[src/rtl/ufm_cmd_arbiter_if.sv]
// Requester/engine signal bundle for the UFM command arbiter.
// Latency: none (wires only).
// Backpressure: none here; requesters hold req until done, the engine paces via BUSY.
//
// Ports carried:
//   req_i/req_cmd_i/req_page_i : level requests with per-requester cmd/page fields
//   gnt_o/done_o/err_o         : one-hot grant, completion pulse, error flag
//   cmd/ufm_page/GO/BUSY/ERR   : UFM engine command interface
//   arb_busy_o/hang_o          : arbiter activity and sticky timeout flag
// modport master = arbiter side, modport slave = requesters + engine side.
interface ufm_cmd_arbiter_if;
  logic [2:0]  req_i;
  logic [8:0]  req_cmd_i;
  logic [32:0] req_page_i;
  logic [2:0]  gnt_o;
  logic [2:0]  done_o;
  logic [2:0]  err_o;
  logic [2:0]  cmd;
  logic [10:0] ufm_page;
  logic        GO;
  logic        BUSY;
  logic        ERR;
  logic        arb_busy_o;
  logic        hang_o;

  modport master (
    input  req_i, req_cmd_i, req_page_i, BUSY, ERR,
    output gnt_o, done_o, err_o, cmd, ufm_page, GO, arb_busy_o, hang_o
  );

  modport slave (
    output req_i, req_cmd_i, req_page_i, BUSY, ERR,
    input  gnt_o, done_o, err_o, cmd, ufm_page, GO, arb_busy_o, hang_o
  );
endinterface

[src/rtl/ufm_cmd_arbiter.sv]
// Shares the UFM command interface between erase (req0), event-save (req1) and page-read (req2).
// Latency: gnt_o 1 cycle after a request is seen in IDLE, GO 2 cycles after gnt_o.
// Backpressure: requests wait while the arbiter is busy or the engine BUSY is high; held requests are never lost.
//
// Ports:
//   clk_i, reset_i : clock and synchronous active-high reset
//   bus (master)   : requester handshake and UFM engine command signals
module ufm_cmd_arbiter #(
  parameter logic [10:0] PAGE_MAX    = 11'd2046,
  parameter int unsigned ACK_TO      = 64,
  parameter int unsigned TIMEOUT_CYC = 2418000
) (
  input  logic               clk_i,
  input  logic               reset_i,
  ufm_cmd_arbiter_if.master  bus
);

  localparam logic [21:0] ACK_LAST = 22'(ACK_TO - 1);
  localparam logic [21:0] TO_LAST  = 22'(TIMEOUT_CYC - 1);

  localparam logic [2:0] CMD_READ  = 3'b001;
  localparam logic [2:0] CMD_WRITE = 3'b010;
  localparam logic [2:0] CMD_ERASE = 3'b011;

  typedef enum logic [2:0] {
    S_IDLE,
    S_ARB,
    S_CHECK,
    S_ISSUE,
    S_WAIT_DONE,
    S_COMPLETE
  } state_t;

  state_t      state_q, state_d;
  logic [2:0]  gnt_q;
  logic [2:0]  cmd_q;
  logic [10:0] page_q;
  logic        err_q;
  logic        hang_q;
  logic        prefer1_q;   // 1: req1 wins the next req1/req2 tie
  logic        contest_q;   // current grant came from a req1/req2 tie-break
  logic [21:0] cnt_q;

  logic [2:0]  win;
  logic [2:0]  win_cmd;
  logic [10:0] win_page;
  logic        start;
  logic        err_ld;
  logic        err_val;
  logic        set_hang;
  logic        cmd_rw;
  logic        reject;

  // Fixed priority for req0, round-robin tie-break between req1 and req2.
  always_comb begin
    win = 3'b000;
    if (bus.req_i[0]) begin
      win = 3'b001;
    end else if (bus.req_i[1] && bus.req_i[2]) begin
      win = prefer1_q ? 3'b010 : 3'b100;
    end else if (bus.req_i[1]) begin
      win = 3'b010;
    end else if (bus.req_i[2]) begin
      win = 3'b100;
    end
  end

  always_comb begin
    win_cmd  = 3'b000;
    win_page = 11'd0;
    if (win[0]) begin
      win_cmd  = bus.req_cmd_i[2:0];
      win_page = bus.req_page_i[10:0];
    end else if (win[1]) begin
      win_cmd  = bus.req_cmd_i[5:3];
      win_page = bus.req_page_i[21:11];
    end else if (win[2]) begin
      win_cmd  = bus.req_cmd_i[8:6];
      win_page = bus.req_page_i[32:22];
    end
  end

  // Erase ignores the page field, so only read/write are range checked.
  assign cmd_rw = (cmd_q == CMD_READ) || (cmd_q == CMD_WRITE);
  assign reject = !(cmd_rw || (cmd_q == CMD_ERASE)) || (cmd_rw && (page_q > PAGE_MAX));

  always_comb begin
    state_d        = state_q;
    start          = 1'b0;
    err_ld         = 1'b0;
    err_val        = 1'b0;
    set_hang       = 1'b0;
    bus.GO         = 1'b0;
    bus.done_o     = 3'b000;
    bus.err_o      = 3'b000;
    bus.arb_busy_o = (state_q != S_IDLE);
    case (state_q)
      S_IDLE: begin
        // Holding off on BUSY keeps us from talking to an engine that is
        // still finishing (or stuck in) a command from before a reset/timeout.
        if (!bus.BUSY && (bus.req_i != 3'b000)) begin
          state_d = S_ARB;
          start   = 1'b1;
        end
      end
      S_ARB: begin
        state_d = S_CHECK;
      end
      S_CHECK: begin
        if (reject) begin
          state_d = S_COMPLETE;
          err_ld  = 1'b1;
          err_val = 1'b1;
        end else begin
          state_d = S_ISSUE;
        end
      end
      S_ISSUE: begin
        bus.GO = 1'b1;
        if (bus.BUSY) begin
          state_d = S_WAIT_DONE;
        end else if (cnt_q == ACK_LAST) begin
          state_d  = S_COMPLETE;
          err_ld   = 1'b1;
          err_val  = 1'b1;
          set_hang = 1'b1;
        end
      end
      S_WAIT_DONE: begin
        if (!bus.BUSY) begin
          state_d = S_COMPLETE;
          err_ld  = 1'b1;
          err_val = bus.ERR;
        end else if (cnt_q == TO_LAST) begin
          state_d  = S_COMPLETE;
          err_ld   = 1'b1;
          err_val  = 1'b1;
          set_hang = 1'b1;
        end
      end
      S_COMPLETE: begin
        bus.done_o = gnt_q;
        bus.err_o  = gnt_q & {3{err_q}};
        state_d    = S_IDLE;
      end
      default: begin
        state_d = S_IDLE;
      end
    endcase
  end

  always_ff @(posedge clk_i) begin
    if (reset_i) begin
      state_q   <= S_IDLE;
      gnt_q     <= 3'b000;
      cmd_q     <= 3'b000;
      page_q    <= 11'd0;
      err_q     <= 1'b0;
      hang_q    <= 1'b0;
      prefer1_q <= 1'b1;
      contest_q <= 1'b0;
      cnt_q     <= 22'd0;
    end else begin
      state_q <= state_d;
      // Counter restarts on every state entry so each timeout is an exact count.
      cnt_q   <= (state_d != state_q) ? 22'd0 : cnt_q + 22'd1;
      if (start) begin
        gnt_q     <= win;
        cmd_q     <= win_cmd;
        page_q    <= win_page;
        err_q     <= 1'b0;
        contest_q <= !bus.req_i[0] && bus.req_i[1] && bus.req_i[2];
      end
      if (err_ld) begin
        err_q <= err_val;
      end
      if (set_hang) begin
        hang_q <= 1'b1;
      end
      if (state_q == S_COMPLETE) begin
        gnt_q  <= 3'b000;
        cmd_q  <= 3'b000;
        page_q <= 11'd0;
        err_q  <= 1'b0;
        // The turn only passes when the tie-break was actually used, so a
        // lone req1 or req2 does not consume the other's next turn.
        if (contest_q) begin
          prefer1_q <= gnt_q[2];
        end
      end
    end
  end

  assign bus.gnt_o    = gnt_q;
  assign bus.cmd      = cmd_q;
  assign bus.ufm_page = page_q;
  assign bus.hang_o   = hang_q;

endmodule

[src/flat_wrapper.sv]
// flat-port wrapper written by rule: the top's interface ports become plain ports
module ufm_cmd_arbiter_flat 
#(
  parameter logic [10:0] PAGE_MAX    = 11'd2046,
  parameter int unsigned ACK_TO      = 64,
  parameter int unsigned TIMEOUT_CYC = 2418000
)
  (clk_i, reset_i, bus_req_i, bus_req_cmd_i, bus_req_page_i, bus_BUSY, bus_ERR, bus_gnt_o, bus_done_o, bus_err_o, bus_cmd, bus_ufm_page, bus_GO, bus_arb_busy_o, bus_hang_o);
  ufm_cmd_arbiter_if bus_i ();
  input  logic clk_i;
  input  logic reset_i;
  input wire logic [$bits(bus_i.req_i)-1:0] bus_req_i;
  input wire logic [$bits(bus_i.req_cmd_i)-1:0] bus_req_cmd_i;
  input wire logic [$bits(bus_i.req_page_i)-1:0] bus_req_page_i;
  input wire logic [$bits(bus_i.BUSY)-1:0] bus_BUSY;
  input wire logic [$bits(bus_i.ERR)-1:0] bus_ERR;
  output wire logic [$bits(bus_i.gnt_o)-1:0] bus_gnt_o;
  output wire logic [$bits(bus_i.done_o)-1:0] bus_done_o;
  output wire logic [$bits(bus_i.err_o)-1:0] bus_err_o;
  output wire logic [$bits(bus_i.cmd)-1:0] bus_cmd;
  output wire logic [$bits(bus_i.ufm_page)-1:0] bus_ufm_page;
  output wire logic [$bits(bus_i.GO)-1:0] bus_GO;
  output wire logic [$bits(bus_i.arb_busy_o)-1:0] bus_arb_busy_o;
  output wire logic [$bits(bus_i.hang_o)-1:0] bus_hang_o;
  assign bus_i.req_i = bus_req_i;
  assign bus_i.req_cmd_i = bus_req_cmd_i;
  assign bus_i.req_page_i = bus_req_page_i;
  assign bus_i.BUSY = bus_BUSY;
  assign bus_i.ERR = bus_ERR;
  assign bus_gnt_o = bus_i.gnt_o;
  assign bus_done_o = bus_i.done_o;
  assign bus_err_o = bus_i.err_o;
  assign bus_cmd = bus_i.cmd;
  assign bus_ufm_page = bus_i.ufm_page;
  assign bus_GO = bus_i.GO;
  assign bus_arb_busy_o = bus_i.arb_busy_o;
  assign bus_hang_o = bus_i.hang_o;
  ufm_cmd_arbiter #(.PAGE_MAX(PAGE_MAX), .ACK_TO(ACK_TO), .TIMEOUT_CYC(TIMEOUT_CYC)) u_core (.clk_i(clk_i), .reset_i(reset_i), .bus(bus_i));
endmodule
[config.mk]
export PLATFORM = sky130hd
export DESIGN_NAME = ufm_cmd_arbiter_flat
export DESIGN_NICKNAME = d
export VERILOG_FILES = /design/src/rtl/ufm_cmd_arbiter_if.sv /design/src/rtl/ufm_cmd_arbiter.sv /design/src/flat_wrapper.sv
export SDC_FILE = /design/constraint.sdc
export NUM_CORES = 1
export LEC_CHECK = 0
export ABC_AREA = 0
export BUFFER_PORTS_ARGS = -buffer_cell sky130_fd_sc_hd__buf_4
export CAP_MARGIN = 10
export CELL_PAD_IN_SITES_DETAIL_PLACEMENT = 0
export CELL_PAD_IN_SITES_GLOBAL_PLACEMENT = 1
export CORE_AREA = 2 2 94 69
export DETAILED_ROUTE_END_ITERATION = 7
export DIE_AREA = 0 0 96 71
export GPL_ROUTABILITY_DRIVEN = 1
export GPL_TIMING_DRIVEN = 0
export PLACE_DENSITY = 0.94
export SLEW_MARGIN = 20
export SYNTH_ARGS = -nofsm -noshare
export SYNTH_HDL_FRONTEND = slang
export SYNTH_SLANG_ARGS = --single-unit
export TNS_END_PERCENT = 10
[constraint.sdc]
create_clock -name clk_i -period 4.5 [get_ports clk_i]
set_input_delay 0.45 -clock clk_i [delete_from_list [all_inputs] [get_ports clk_i]]
set_output_delay 0.45 -clock clk_i [all_outputs]
set_load 0.01 [all_outputs]
==> impl_summary.txt, run 1 <==
----------------------------------------------------
[Placed design]
  Worst Setup Slack post-DPL ... 2.11 ns
  HPWL after detailed placement ... 4880 um
  Area after detailed placement ... 2930 um^2
  GPL Wtd Cong ... 0.863
  IO buf count ... 71

[Worst setup path]
  Arrival time at the worst endpoint ... 1.67 ns
  CP max FO ... 10
  Worst reg-to-reg setup slack ... 2.38 ns
  Worst EP required ... 4.05 ns
  Path type of the worst setup path ... flip-flop to output pin
  Start of the worst register-to-register path ... u_core.bus.ufm_page[9]
  Register-to-Register Path Depth ... 6
  Critical Path Start Type ... flip-flop
  Type of destination of the critical path ... output pin
  R2R Path End ... u_core.cnt_q[5]

[Die]
  Die boundary height ... 71 um
  IO Pins ... 75
  Initial cell density of the core ... 38.5%
  Die area ... 6820 um^2
  Number of rows created at floorplan ... 24
  Horizontal extent of the die ... 96 um
  Placeable Area ... 5980 um^2

[Layout]
  # nets final ... 387
  Proportion of layout cells with a drive suffix above 1 ... 28.7%
  Post-route standard cell area excluding fillers ... 3040 um^2
  Synthesis-to-finish area growth ... 32.2%
  Count of inserted antenna diode cells ... 0
  Multi-input combinational cell area ... 1250 um^2
  Count of filler cells inserted in the layout ... 551
  Flip-flop and latch area ... 921 um^2

[Timing]
  Setup repair after global routing missed its margin ... false
  Transition time at the pin with the least slew margin ... 0.907 ns
  Total negative slack ... 0 ns
  Clk_skew ... 0.00875 ns
  Final Setup Violations ... 0
  Share of the clock period used by the worst path after layout ... 47.2%
  Minimum period implied by the final worst setup slack ... 2.12 ns
  Slew margin rel. ... 39.2%
  Final worst slack ... 2.38 ns
  Highest Clock Rate ... 471 MHz
  Max-slew violation count ... 0
  Number of failing hold endpoints at the final stage ... 0

[Synthesis]
  Synth cell count leaders ... 46 x dfxtp_1, 45 x nor2_1, 16 x a211oi_1
  Count of synthesis-stage warnings from yosys ... 0
  Average footprint of a synthesized cell ... 8.88 um^2
  Cell accounting for the most synthesized area ... dfxtp_1
  Number of standard cells after synthesis ... 259
  Post-synthesis async set-or-reset flop share ... 0%
  Most common cell in the netlist ... dfxtp_1
  Area share of the largest cell type after synthesis ... 40.0%
  Dominant register cell in the synthesized netlist ... dfxtp_1
  Register area share after synthesis ... 40.0%
  Largest cells by area after synthesis ... dfxtp_1 40%, nor2_1 7.3%, a222oi_1 6.1%
  EDFF count, synth ... 0
  Synthesized netlist net count ... 309
  Distinct cell type count after synthesis ... 45
  Post-synthesis register bit count ... 46
  Cell area after synthesis ... 2300 um^2

[Clocking]
  Maximum root-to-sink buffer count ... 2
  CTS tree ... built
  Clock root buffer master ... clkbuf_8
  Number of buffers created by CTS ... 5
  Number of gates resized after cts ... 0
  Hold Buf Count CTS ... 0
  Clock-pin slew on the worst setup and hold paths ... 0.09 ns
  Total number of clock tree sinks ... 46
  Number of buffers inserted to repair setup after CTS ... 0
  Worst-Skew Late Latency ... 0.30 ns
  H-tree levels ... 2

[Drt]
  Router iterations before antenna repair ... 7
  Via/cell ratio ... 5.53
  Remaining routing DRC violations ... 0
  Wire length after detailed routing ... 6360 um
  Average wire length per cell after detail routing ... 15.3 um
  Post-DRT Antenna Nets ... 0
  Initial DRC Count ... 203
  Count of vias placed by the detailed router ... 2302

[Outcome]
  Result of the run ... finished, final reports clean

[Power and ir drop]
  Psw ... 0.302 mW
  Final Total Pwr ... 1.03 mW
  Cell-internal power ... 0.729 mW
  Portion of total power attributed to combinational logic ... 24.8%
  Sw Share ... 29.3%
  Clock group share of total power ... 30.0%
  Part of the total power dissipated in sequential elements ... 45.2%
  Worst supply voltage drop on vdd ... 0.000137 V
  Leakage power ... 1.21 nW
  Power per cell area ... 339 nW/um^2

[Global route]
  GRT Util Overall ... 19.6%
  Total overflow reported by the global router ... 0
  Antenna violations before repair ... 0
  Global-route wire length before repair ... 10500 um
  Number of global-route vias before repair ... 2198
  Maximum number of pins on one net before global-route repair ... 15

[Flow run]
  Max-cap check violation count ... 0

[Hold path]
  WHS Path Cells ... 2
  Launch instance of the worst min-delay path ... reset_i
  Worst hold path endpoint ... u_core.contest_q
  Type of the most critical hold path ... input pin to flip-flop

----------------------------------------------------
-- state kept, by name, indices dropped and copies added, names as in the netlist --
register / count
u_core.cnt_q: 22
u_core.bus.ufm_page: 11
u_core.bus.cmd: 3
u_core.bus.gnt_o: 3
u_core.state_q: 3
u_core.bus.hang_o: 1
u_core.contest_q: 1
u_core.err_q: 1
u_core.prefer1_q: 1
-- power groups by stage --
| stage | clock network, mW | logic [mW] | registers [mW] |
|---|---|---|---|
| after floorplan | 0 | 0.141 | 0.479 |
| after CTS | 0.316 | 0.255 | 0.465 |
| after global routing | 0.328 | 0.283 | 0.471 |
| after global placement | 0 | 0.251 | 0.473 |
| after detailed placement | 0 | 0.254 | 0.475 |
| final | 0.310 | 0.256 | 0.466 |
-- metrics by stage --
stage                     std cells  utilization [%]  hold slack (ns)
after global routing            416             50.9            0.385
after CTS                       416             50.9            0.376
after floorplan                 259                -            0.426
final                           416             50.9            0.380
after global placement          408             49.1            0.444
after detailed placement        408             49.1            0.460
-- worst max-delay path by stage --
stage,from,to,slack [ns],cells past startpoint
3_3_place_gp,bus_req_i[0],u_core.bus.cmd[0],2.19,5
5_1_grt,u_core.bus.ufm_page[9],u_core.cnt_q[16],2.15,6
2_1_floorplan,u_core.bus.ufm_page[1],u_core.cnt_q[16],2.67,6
3_5_place_dp,bus_req_i[0],u_core.bus.cmd[0],2.11,5
6_report,u_core.state_q[0],bus_err_o[0],2.38,5
4_1_cts,u_core.bus.ufm_page[9],u_core.cnt_q[10],2.35,6
-- kinds of logic (layout without fill, tap and decap cells) --
family | count (synthesis) | in the layout | share of synthesized area [%]
simple gates | 117 | 117 | 26.4
compound gates | 51 | 51 | 18.3
flops | 46 | 46 | 40.0
buf+inv | 21 | 100 | 5.76
xor+xnor | 20 | 20 | 7.61
mux | 3 | 3 | 1.31
fa+ha+maj | 1 | 1 | 0.544
-- worst max-delay path: stages, from the launching register on --
cell and delay, ns:
dfxtp_1 0.37, buf_6 0.14, nand2_1 0.07, nor2_1 0.44
and3_1 0.23, buf_4 0.12
-- routing by layer --
metal,up-vias,track usage (%),part of all wire [%]
li1,1123,-,-
met1,1082,29.3,51
met2,89,26.4,41
met3,8,5.54,6.6
met4,0,7.46,1.4
met5,-,0,0
-- final cells by class --
| cell class | count | area share [%] |
|---|---|---|
| buffer | 16 | 3.74 |
| clock buffer | 6 | 2.39 |
| clock inverter | 2 | 1.23 |
| inverter | 5 | 0.617 |
| multi-input combinational | 192 | 41.0 |
| sequential | 46 | 30.3 |
| tap | 78 | 3.21 |
| timing repair buffer | 71 | 17.5 |
-- cell usage in the layout (no fill, tap or decap), types with 4 or more instances in the layout --
cell,instances
and4_1,4
buf_6,5
clkbuf_8,6
inv_1,5
a21oi_1,4
clkbuf_1,8
xor2_1,15
nand2_1,11
buf_4,72
a222oi_1,14
and2_1,5
dfxtp_1,46
nand4_1,9
xnor2_1,5
and3_1,4
a211oi_1,16
nor4_1,7
nand3_1,14
nor2_1,45
Power figures use the tool's default switching activity.
==> run 2: changes to the inputs <==
Settings changed: ABC_AREA 0 to 1, CORE_AREA 2 2 94 69 to 2 2 104 76, DIE_AREA 0 0 96 71 to 0 0 106 78, PLACE_DENSITY 0.94 to 0.9.
Clock period 4.5 ns to 2.2 ns, I/O delays scaled along.
==> run 2 against run 1 <==
Compared with the run above:
- first-iteration DRC count down 47%
- synthesized area up 11%
- die area up 21%
- largest power group unchanged
- global-route usage down 2.3 points
- sequential power up 100%
- clock-buffer cell count unchanged
- register-to-register slack worse by 2.1 ns
- sequential share of layout area down 2.9 points
==> impl_summary.txt, run 2 <==
----------------------------------------------------
[Hold path]
  Worst hold path endpoint ... u_core.state_q[2] (was u_core.contest_q)
  WHS Path Cells ... 2 (unchanged)
  Type of the most critical hold path ... input pin to flip-flop (unchanged)
  Launch instance of the worst min-delay path ... reset_i (unchanged)

[Power and ir drop]
  Worst supply voltage drop on vdd ... 0.000414 V (was 0.000137 V)
  Power per cell area ... 656 nW/um^2 (was 339 nW/um^2)
  Leakage power ... 1.52 nW (was 1.21 nW)

[Global route]
  Antenna violations before repair ... 0 (unchanged)
  Maximum number of pins on one net before global-route repair ... 15 (unchanged)
  Global-route wire length before repair ... 11600 um (was 10500 um)
  GRT Util Overall ... 17.3% (was 19.6%)
  Total overflow reported by the global router ... 0 (unchanged)
  Number of global-route vias before repair ... 2419 (was 2198)

[Worst setup path]
  Register-to-Register Path Depth ... 11 (was 6)
  Critical Path Start Type ... flip-flop (unchanged)
  CP max FO ... 10 (unchanged)
  Worst EP required ... 2.38 ns (was 4.05 ns)
  Type of destination of the critical path ... flip-flop (was output pin)
  Start of the worst register-to-register path ... u_core.cnt_q[0] (was u_core.bus.ufm_page[9])
  Worst reg-to-reg setup slack ... 0.29 ns (was 2.38 ns)
  Path type of the worst setup path ... flip-flop to flip-flop (was flip-flop to output pin)
  Stage delay of the slowest cell on the critical path ... 0.42 ns (was 0.44 ns)
  Arrival time at the worst endpoint ... 2.10 ns (was 1.67 ns)
  R2R Path End ... u_core.cnt_q[3] (was u_core.cnt_q[5])
  Crit path cell chain ... ha_1 -> nand3_2 -> nor2_1 -> nand3_1 -> nand2_1 -> nand3_1 -> nand2_1 -> inv_1 -> nand3_2 -> buf_6 -> nor2_1 (was buf_6 -> nand2_1 -> nor2_1 -> and3_1 -> buf_4)
  Cell type of the slowest stage on the worst timing path ... dfxtp_1 (was nor2_1)

[Synthesis]
  Average footprint of a synthesized cell ... 6.68 um^2 (was 8.88 um^2)
  Number of standard cells after synthesis ... 382 (was 259)
  Most common cell in the netlist ... nand2_1 (was dfxtp_1)
  Post-synthesis register bit count ... 46 (unchanged)
  EDFF count, synth ... 0 (unchanged)
  Cell accounting for the most synthesized area ... dfxtp_1 (unchanged)
  Synthesized netlist net count ... 432 (was 309)
  Count of synthesis-stage warnings from yosys ... 0 (unchanged)
  Synth cell count leaders ... 98 x nand2_1, 57 x nor2_1, 51 x inv_1 (was 46 x dfxtp_1, 45 x nor2_1, 16 x a211oi_1)
  Register area share after synthesis ... 36.1% (was 40.0%)
  Largest cells by area after synthesis ... dfxtp_1 36%, nand2_1 14%, nor2_1 8.4% (was dfxtp_1 40%, nor2_1 7.3%, a222oi_1 6.1%)
  Cell area after synthesis ... 2550 um^2 (was 2300 um^2)
  Post-synthesis async set-or-reset flop share ... 0% (unchanged)
  Area share of the largest cell type after synthesis ... 36.1% (was 40.0%)
  Distinct cell type count after synthesis ... 30 (was 45)
  Dominant register cell in the synthesized netlist ... dfxtp_1 (unchanged)

[Timing]
  Setup repair after global routing missed its margin ... false (unchanged)
  Total negative slack ... 0 ns (unchanged)
  Highest Clock Rate ... 522 MHz
  Number of failing hold endpoints at the final stage ... 0 (unchanged)
  Final worst slack ... 0.286 ns (was 2.38 ns)
  Slew margin rel. ... 64.7% (was 39.2%)
  Share of the clock period used by the worst path after layout ... 87.0%
  Transition time at the pin with the least slew margin ... 0.529 ns (was 0.907 ns)
  Max-slew violation count ... 0 (unchanged)
  Clk_skew ... 0.0168 ns (was 0.00875 ns)
  Final Setup Violations ... 0 (unchanged)
  Minimum period implied by the final worst setup slack ... 1.91 ns

[Clocking]
  CTS tree ... built (unchanged)
  Clock root buffer master ... clkbuf_8 (unchanged)
  Hold Buf Count CTS ... 0 (unchanged)
  Number of gates resized after cts ... 0 (unchanged)
  Number of buffers inserted to repair setup after CTS ... 0 (unchanged)
  Total number of clock tree sinks ... 46 (unchanged)
  Clock-pin slew on the worst setup and hold paths ... 0.09 ns (about the same)
  Maximum root-to-sink buffer count ... 2 (unchanged)
  Worst-Skew Late Latency ... 0.30 ns (about the same)
  H-tree levels ... 2 (unchanged)
  Number of buffers created by CTS ... 5 (unchanged)

[Drt]
  Remaining routing DRC violations ... 0 (unchanged)
  Via/cell ratio ... 4.70 (was 5.53)
  Count of vias placed by the detailed router ... 2639 (was 2302)
  Router iterations before antenna repair ... 4 (was 7)
  Wire length after detailed routing ... 6910 um (was 6360 um)
  Post-DRT Antenna Nets ... 0 (unchanged)
  Initial DRC Count ... 108 (was 203)
  Average wire length per cell after detail routing ... 12.3 um (was 15.3 um)

[Layout]
  Count of inserted antenna diode cells ... 0 (unchanged)
  Synthesis-to-finish area growth ... 31.9% (was 32.2%)
  Commonest non-fill, non-tap cell in the layout ... nand2_1 (was buf_4)
  # nets final ... 512 (was 387)
  Commonest cells after routing, fill and taps aside ... 98 x nand2_1, 73 x buf_4, 57 x nor2_1 (was 72 x buf_4, 46 x dfxtp_1, 45 x nor2_1)
  Proportion of layout cells with a drive suffix above 1 ... 22.7% (was 28.7%)
  Max reg flops ... 22 (unchanged)
  Top register by number of flip-flops ... u_core.cnt_q (unchanged)

[Placed design]
  GPL Wtd Cong ... 0.873 (was 0.863)
  IO buf count ... 73 (was 71)
  HPWL after detailed placement ... 5550 um (was 4880 um)
  Worst Setup Slack post-DPL ... 0.290 ns (was 2.11 ns)

[Outcome]
  Result of the run ... finished, final reports clean (unchanged)

[Flow run]
  Max-cap check violation count ... 0 (unchanged)

[Die]
  Die area ... 8270 um^2 (was 6820 um^2)
  Horizontal extent of the die ... 106 um (was 96 um)
  Initial cell density of the core ... 35.5% (was 38.5%)
  Die boundary height ... 78 um (was 71 um)
  IO Pins ... 75 (unchanged)
  Number of rows created at floorplan ... 26 (was 24)
  Placeable Area ... 7190 um^2 (was 5980 um^2)

----------------------------------------------------
run 2: cell count changes after synthesis, moves of 5 or more:
cell and delta:
nand2_1 +87, inv_1 +46, a211oi_1 -15, a222oi_1 -14
nand3_1 +14, nor2_1 +12, o21ai_0 +11, a41oi_1 +9
nor3_1 +9, a21oi_1 +7, nor4_1 -7, clkbuf_1 -6
and2_1 -5
run 2: power by group:
part | switching [mW] | total [mW] | internal, mW
Sequential | 0.0497 | 0.946 | 0.896
Combinational | 0.264 | 0.480 | 0.216
Clock | 0.297 | 0.781 | 0.485
Total | 0.610 | 2.21 | 1.60
run 2: cells by family after synthesis:
group	synth area share [%]
buffers and inverters	10.3
AO/OA/AOI/OAI	9.71
flip-flops	36.1
XOR/XNOR	6.87
adder cells (fa/ha/maj)	0.490
AND/OR/NAND/NOR	36.5
run 2: cell type report:
type / count / area (um^2)
fillers: 725 / 3820
multi-input cells: 272 / 1370
plain buffers: 10 / 61.3
repair buffers: 73 / 548
clock inverters: 2 / 60.1
well taps: 98 / 123
inverters: 54 / 203
flip-flops and latches: 46 / 921
clock buffers: 6 / 82.6
run 2: per-stage QoR:
| stage | power, mW | hold slack [ns] | cells | area (um^2) | util, % |
|---|---|---|---|---|---|
| 4_1_cts | 2.23 | 0.0871 | 561 | 3360 | 46.8 |
| 6_report | 2.21 | 0.0993 | 561 | 3360 | 46.8 |
| 5_1_grt | 2.33 | 0.0829 | 561 | 3360 | 46.8 |
| 3_5_place_dp | 1.44 | 0.414 | 553 | 3220 | 44.8 |
| 2_1_floorplan | 1.22 | 0.289 | 382 | 2550 | - |
| 3_3_place_gp | 1.43 | 0.413 | 553 | 3220 | 44.8 |
run 2: worst max path at each step:
stage	start	to	cells after the start
after CTS	u_core.cnt_q[0]	u_core.cnt_q[2]	11
after global placement	u_core.cnt_q[0]	u_core.cnt_q[7]	11
after global routing	u_core.cnt_q[0]	u_core.cnt_q[2]	11
after detailed placement	u_core.cnt_q[0]	u_core.cnt_q[15]	11
after floorplan	u_core.cnt_q[0]	u_core.cnt_q[2]	11
final	u_core.cnt_q[0]	u_core.cnt_q[3]	11
run 2: metal layers:
metal	part of all wire, %	vias to the layer above	track usage, %
li1	-	1372	-
met1	52	1197	26.4
met2	42	66	25.1
met3	5.2	4	3.45
met4	0.87	0	3.29
met5	0	-	0
run 2: worst max-delay path, delay by kind of cell (launching register included):
| kind | cells | cell delay (ns) |
|---|---|---|
| flip-flops | 1 | 0.42 |
| AND/OR/NAND/NOR | 8 | 0.90 |
| adder cells (fa/ha/maj) | 1 | 0.27 |
| buffers and inverters | 2 | 0.21 |
==> run 3: changes to the inputs <==
Settings changed: ABC_AREA 1 to not set, CELL_PAD_IN_SITES_DETAIL_PLACEMENT 0 to not set, CELL_PAD_IN_SITES_GLOBAL_PLACEMENT 1 to not set, CORE_AREA 2 2 104 76 to 2 2 85 62, DIE_AREA 0 0 106 78 to 0 0 87 64, PLACE_DENSITY 0.9 to 0.88.
Clock period 2.2 ns to 1.8 ns, I/O delays scaled along.
==> run 3 against run 2 <==
Compared with the run above:
- the flow now finishes with violations (DRC, setup timing)
- clock-buffer cell count stayed put
- first-iteration DRC count is 130% higher
- die area down 33%
- utilization is 23 points higher
- clock power down 2.7%
- routed wire length is 1.9% higher
- via count down 5.5%
- sequential share of layout area grew 1.5 points
- combinational power rose by 56%
- sequential power is 24% higher
- setup slack got worse by 0.36 ns
- critical path type unchanged
- critical endpoint is now u_core.cnt_q[17]
- highest routed layer unchanged
==> impl_summary.txt, run 3 (synthesized netlist as in run 1, its figures left out) <==
----------------------------------------------------
[Worst setup path]
  Arrival time at the worst endpoint ... 2.06 ns (was 2.10 ns)
  Worst reg-to-reg setup slack ... -0.07 ns (was 0.29 ns)
  Register-to-Register Path Depth ... 7 (was 11)
  Critical Path Start Type ... flip-flop (unchanged)
  Type of destination of the critical path ... flip-flop (unchanged)
  Worst EP required ... 1.99 ns (was 2.38 ns)
  Path type of the worst setup path ... flip-flop to flip-flop (unchanged)
  CP max FO ... 5 (was 10)

[Drt]
  Initial DRC Count ... 244 (was 108)
  Wire length after detailed routing ... 7050 um (was 6910 um)
  Via/cell ratio ... 6.16 (was 4.70)
  Router iterations before antenna repair ... 8 (was 4)
  Remaining routing DRC violations ... 4 (was 0)
  Average wire length per cell after detail routing ... 17.4 um (was 12.3 um)
  Count of vias placed by the detailed router ... 2495 (was 2639)
  Post-DRT Antenna Nets ... 0 (unchanged)

[Power and ir drop]
  Leakage power ... 1.30 nW (was 1.52 nW)
  Sw Share ... 29.9% (was 27.7%)
  Psw ... 0.801 mW (was 0.610 mW)
  Worst supply voltage drop on vdd ... 0.000403 V (was 0.000414 V)
  Part of the total power dissipated in sequential elements ... 43.7% (was 42.8%)
  Cell-internal power ... 1.88 mW (was 1.60 mW)
  Portion of total power attributed to combinational logic ... 28.0% (was 21.7%)
  Final Total Pwr ... 2.68 mW (was 2.21 mW)
  Clock group share of total power ... 28.4% (was 35.4%)
  Power per cell area ... 817 nW/um^2 (was 656 nW/um^2)

[Layout]
  Final core utilization ... 69.8% (was 46.8%)
  # nets final ... 397 (was 512)
  Proportion of layout cells with a drive suffix above 1 ... 39.4% (was 22.7%)
  Post-route standard cell area excluding fillers ... 3280 um^2 (was 3360 um^2)
  Commonest cells after routing, fill and taps aside ... 83 x buf_4, 45 x nor2_1, 34 x dfxtp_1 (was 98 x nand2_1, 73 x buf_4, 57 x nor2_1)
  Max reg flops ... 22 (unchanged)
  Count of filler cells inserted in the layout ... 321 (was 725)
  Synthesis-to-finish area growth ... 42.7% (was 31.9%)
  Count of inserted antenna diode cells ... 0 (unchanged)
  Number of non-filler instances in the completed layout ... 405 (was 561)
  Commonest non-fill, non-tap cell in the layout ... buf_4 (was nand2_1)
  Top register by number of flip-flops ... u_core.cnt_q (unchanged)

[Timing]
  Slew margin rel. ... 44.2% (was 64.7%)
  Transition time at the pin with the least slew margin ... 0.830 ns (was 0.529 ns)
  Final worst slack ... -0.0724 ns (was 0.286 ns)
  Clk_skew ... 0.00587 ns (was 0.0168 ns)
  Setup repair after global routing missed its margin ... true (was false)
  Share of the clock period used by the worst path after layout ... 104% (was 87.0%)
  Max-slew violation count ... 0 (unchanged)
  Highest Clock Rate ... 534 MHz (was 522 MHz)
  Final Setup Violations ... 24 (was 0)
  Minimum period implied by the final worst setup slack ... 1.87 ns (was 1.91 ns)
  Number of failing hold endpoints at the final stage ... 0 (unchanged)

[Clocking]
  Total number of clock tree sinks ... 46 (unchanged)
  H-tree levels ... 2 (unchanged)
  CTS tree ... built (unchanged)
  Number of buffers created by CTS ... 5 (unchanged)
  Hold Buf Count CTS ... 0 (unchanged)
  Worst-Skew Late Latency ... 0.30 ns (about the same)
  Clock-pin slew on the worst setup and hold paths ... 0.09 ns (about the same)
  Clock root buffer master ... clkbuf_8 (unchanged)
  Maximum root-to-sink buffer count ... 2 (unchanged)

[Die]
  Number of rows created at floorplan ... 21 (was 26)
  Die boundary height ... 64 um (was 78 um)
  Horizontal extent of the die ... 87 um (was 106 um)
  Initial cell density of the core ... 48.9% (was 35.5%)
  Placeable Area ... 4700 um^2 (was 7190 um^2)
  IO Pins ... 75 (unchanged)
  Die area ... 5570 um^2 (was 8270 um^2)

[Placed design]
  IO buf count ... 71 (was 73)
  Area after detailed placement ... 2920 um^2 (was 3220 um^2)
  Cell count after placement ... 387 (was 553)
  GPL Wtd Cong ... 0.849 (was 0.873)
  HPWL after detailed placement ... 4650 um (was 5550 um)

[Global route]
  Total overflow reported by the global router ... 0 (unchanged)
  Global-route wire length before repair ... 10800 um (was 11600 um)
  GRT Util Overall ... 24.3% (was 17.3%)
  Number of global-route vias before repair ... 2230 (was 2419)
  Maximum number of pins on one net before global-route repair ... 15 (unchanged)
  Antenna violations before repair ... 0 (unchanged)

[Outcome]
  Result of the run ... complete, but fails checks (was finished, final reports clean)
  Violated checks ... DRC, setup timing

[Hold path]
  Type of the most critical hold path ... input pin to flip-flop (unchanged)
  WHS Path Cells ... 2 (unchanged)

[Flow run]
  Max-cap check violation count ... 0 (unchanged)

----------------------------------------------------
run 3: cell types whose count changed in the layout (fill, tap and decap cells not counted), sizes merged, moves of 7 or more:
cell / previous run / this run
nand2: 100 / 11
inv: 54 / 5
nand3: 30 / 14
a211oi: 1 / 16
nor2: 61 / 46
a222oi: 0 / 14
nor3: 13 / 2
o21ai: 14 / 4
a41oi: 9 / 0
a21oi: 12 / 4
buf: 81 / 89
nor4: 0 / 7
run 3: routing by layer:
| metal | global-route usage (%) | share of wire [%] | vias to the layer above |
|---|---|---|---|
| met3 | 5.04 | 7.9 | 6 |
| met4 | 5.47 | 0.70 | 0 |
| li1 | - | - | 1146 |
| met5 | 0 | 0 | - |
| met2 | 34.5 | 44 | 135 |
| met1 | 37.2 | 47 | 1208 |
run 3: timing repair:
| action | in CTS | in global routing |
|---|---|---|
| cloned | 2 | 0 |
| pin swaps | 15 | 7 |
| gates resized for setup | 35 | 15 |
| setup buffers | 7 | 2 |
| hold endpoints to repair | 0 | 0 |
| endpoints found under the setup margin | 42 | 46 |
run 3: critical path: stages (launching register included):
cell and delay [ns]:
dfxtp_2 0.37, nand2_2 0.06, or4_4 0.49, o311a_1 0.34, o32ai_4 0.18, buf_6 0.17
buf_6 0.11, nor2_1 0.05
run 3: path summary, 6_finish.rpt:
kind                      endpoint             start
setup / recovery  u_core.cnt_q[17]  u_core.cnt_q[21]
hold reg to reg    u_core.cnt_q[0]   u_core.cnt_q[0]
hold / removal    u_core.contest_q           reset_i
setup reg to reg  u_core.cnt_q[17]  u_core.cnt_q[21]
run 3: through the flow:
stage               hold slack [ns]  setup slack, ns  setup TNS [ns]
floorplan                     0.347           0.0150               0
detailed placement            0.424           -0.277           -6.00
global route                  0.138           -0.123           -3.36
finish                        0.129          -0.0724           -1.21
global placement              0.417           -0.215           -4.61
CTS                           0.108          -0.0333          -0.409
run 3: cell type report:
cell class	count	area (um^2)	area share [%]
buffer	16	121	3.70
clock buffer	6	72.6	2.21
tap	57	71.3	2.17
inverter	5	18.8	0.571
timing repair buffer	81	612	18.6
clock inverter	2	37.5	1.14
sequential	46	948	28.9
multi-input combinational	192	1400	42.7
run 3: power groups by stage:
stage	registers, mW	logic [mW]	clock network (mW)
finish	1.17	0.750	0.760
global route	1.18	0.807	0.805
CTS	1.16	0.709	0.772
detailed placement	1.19	0.638	0
global placement	1.18	0.631	0
floorplan	1.20	0.363	0
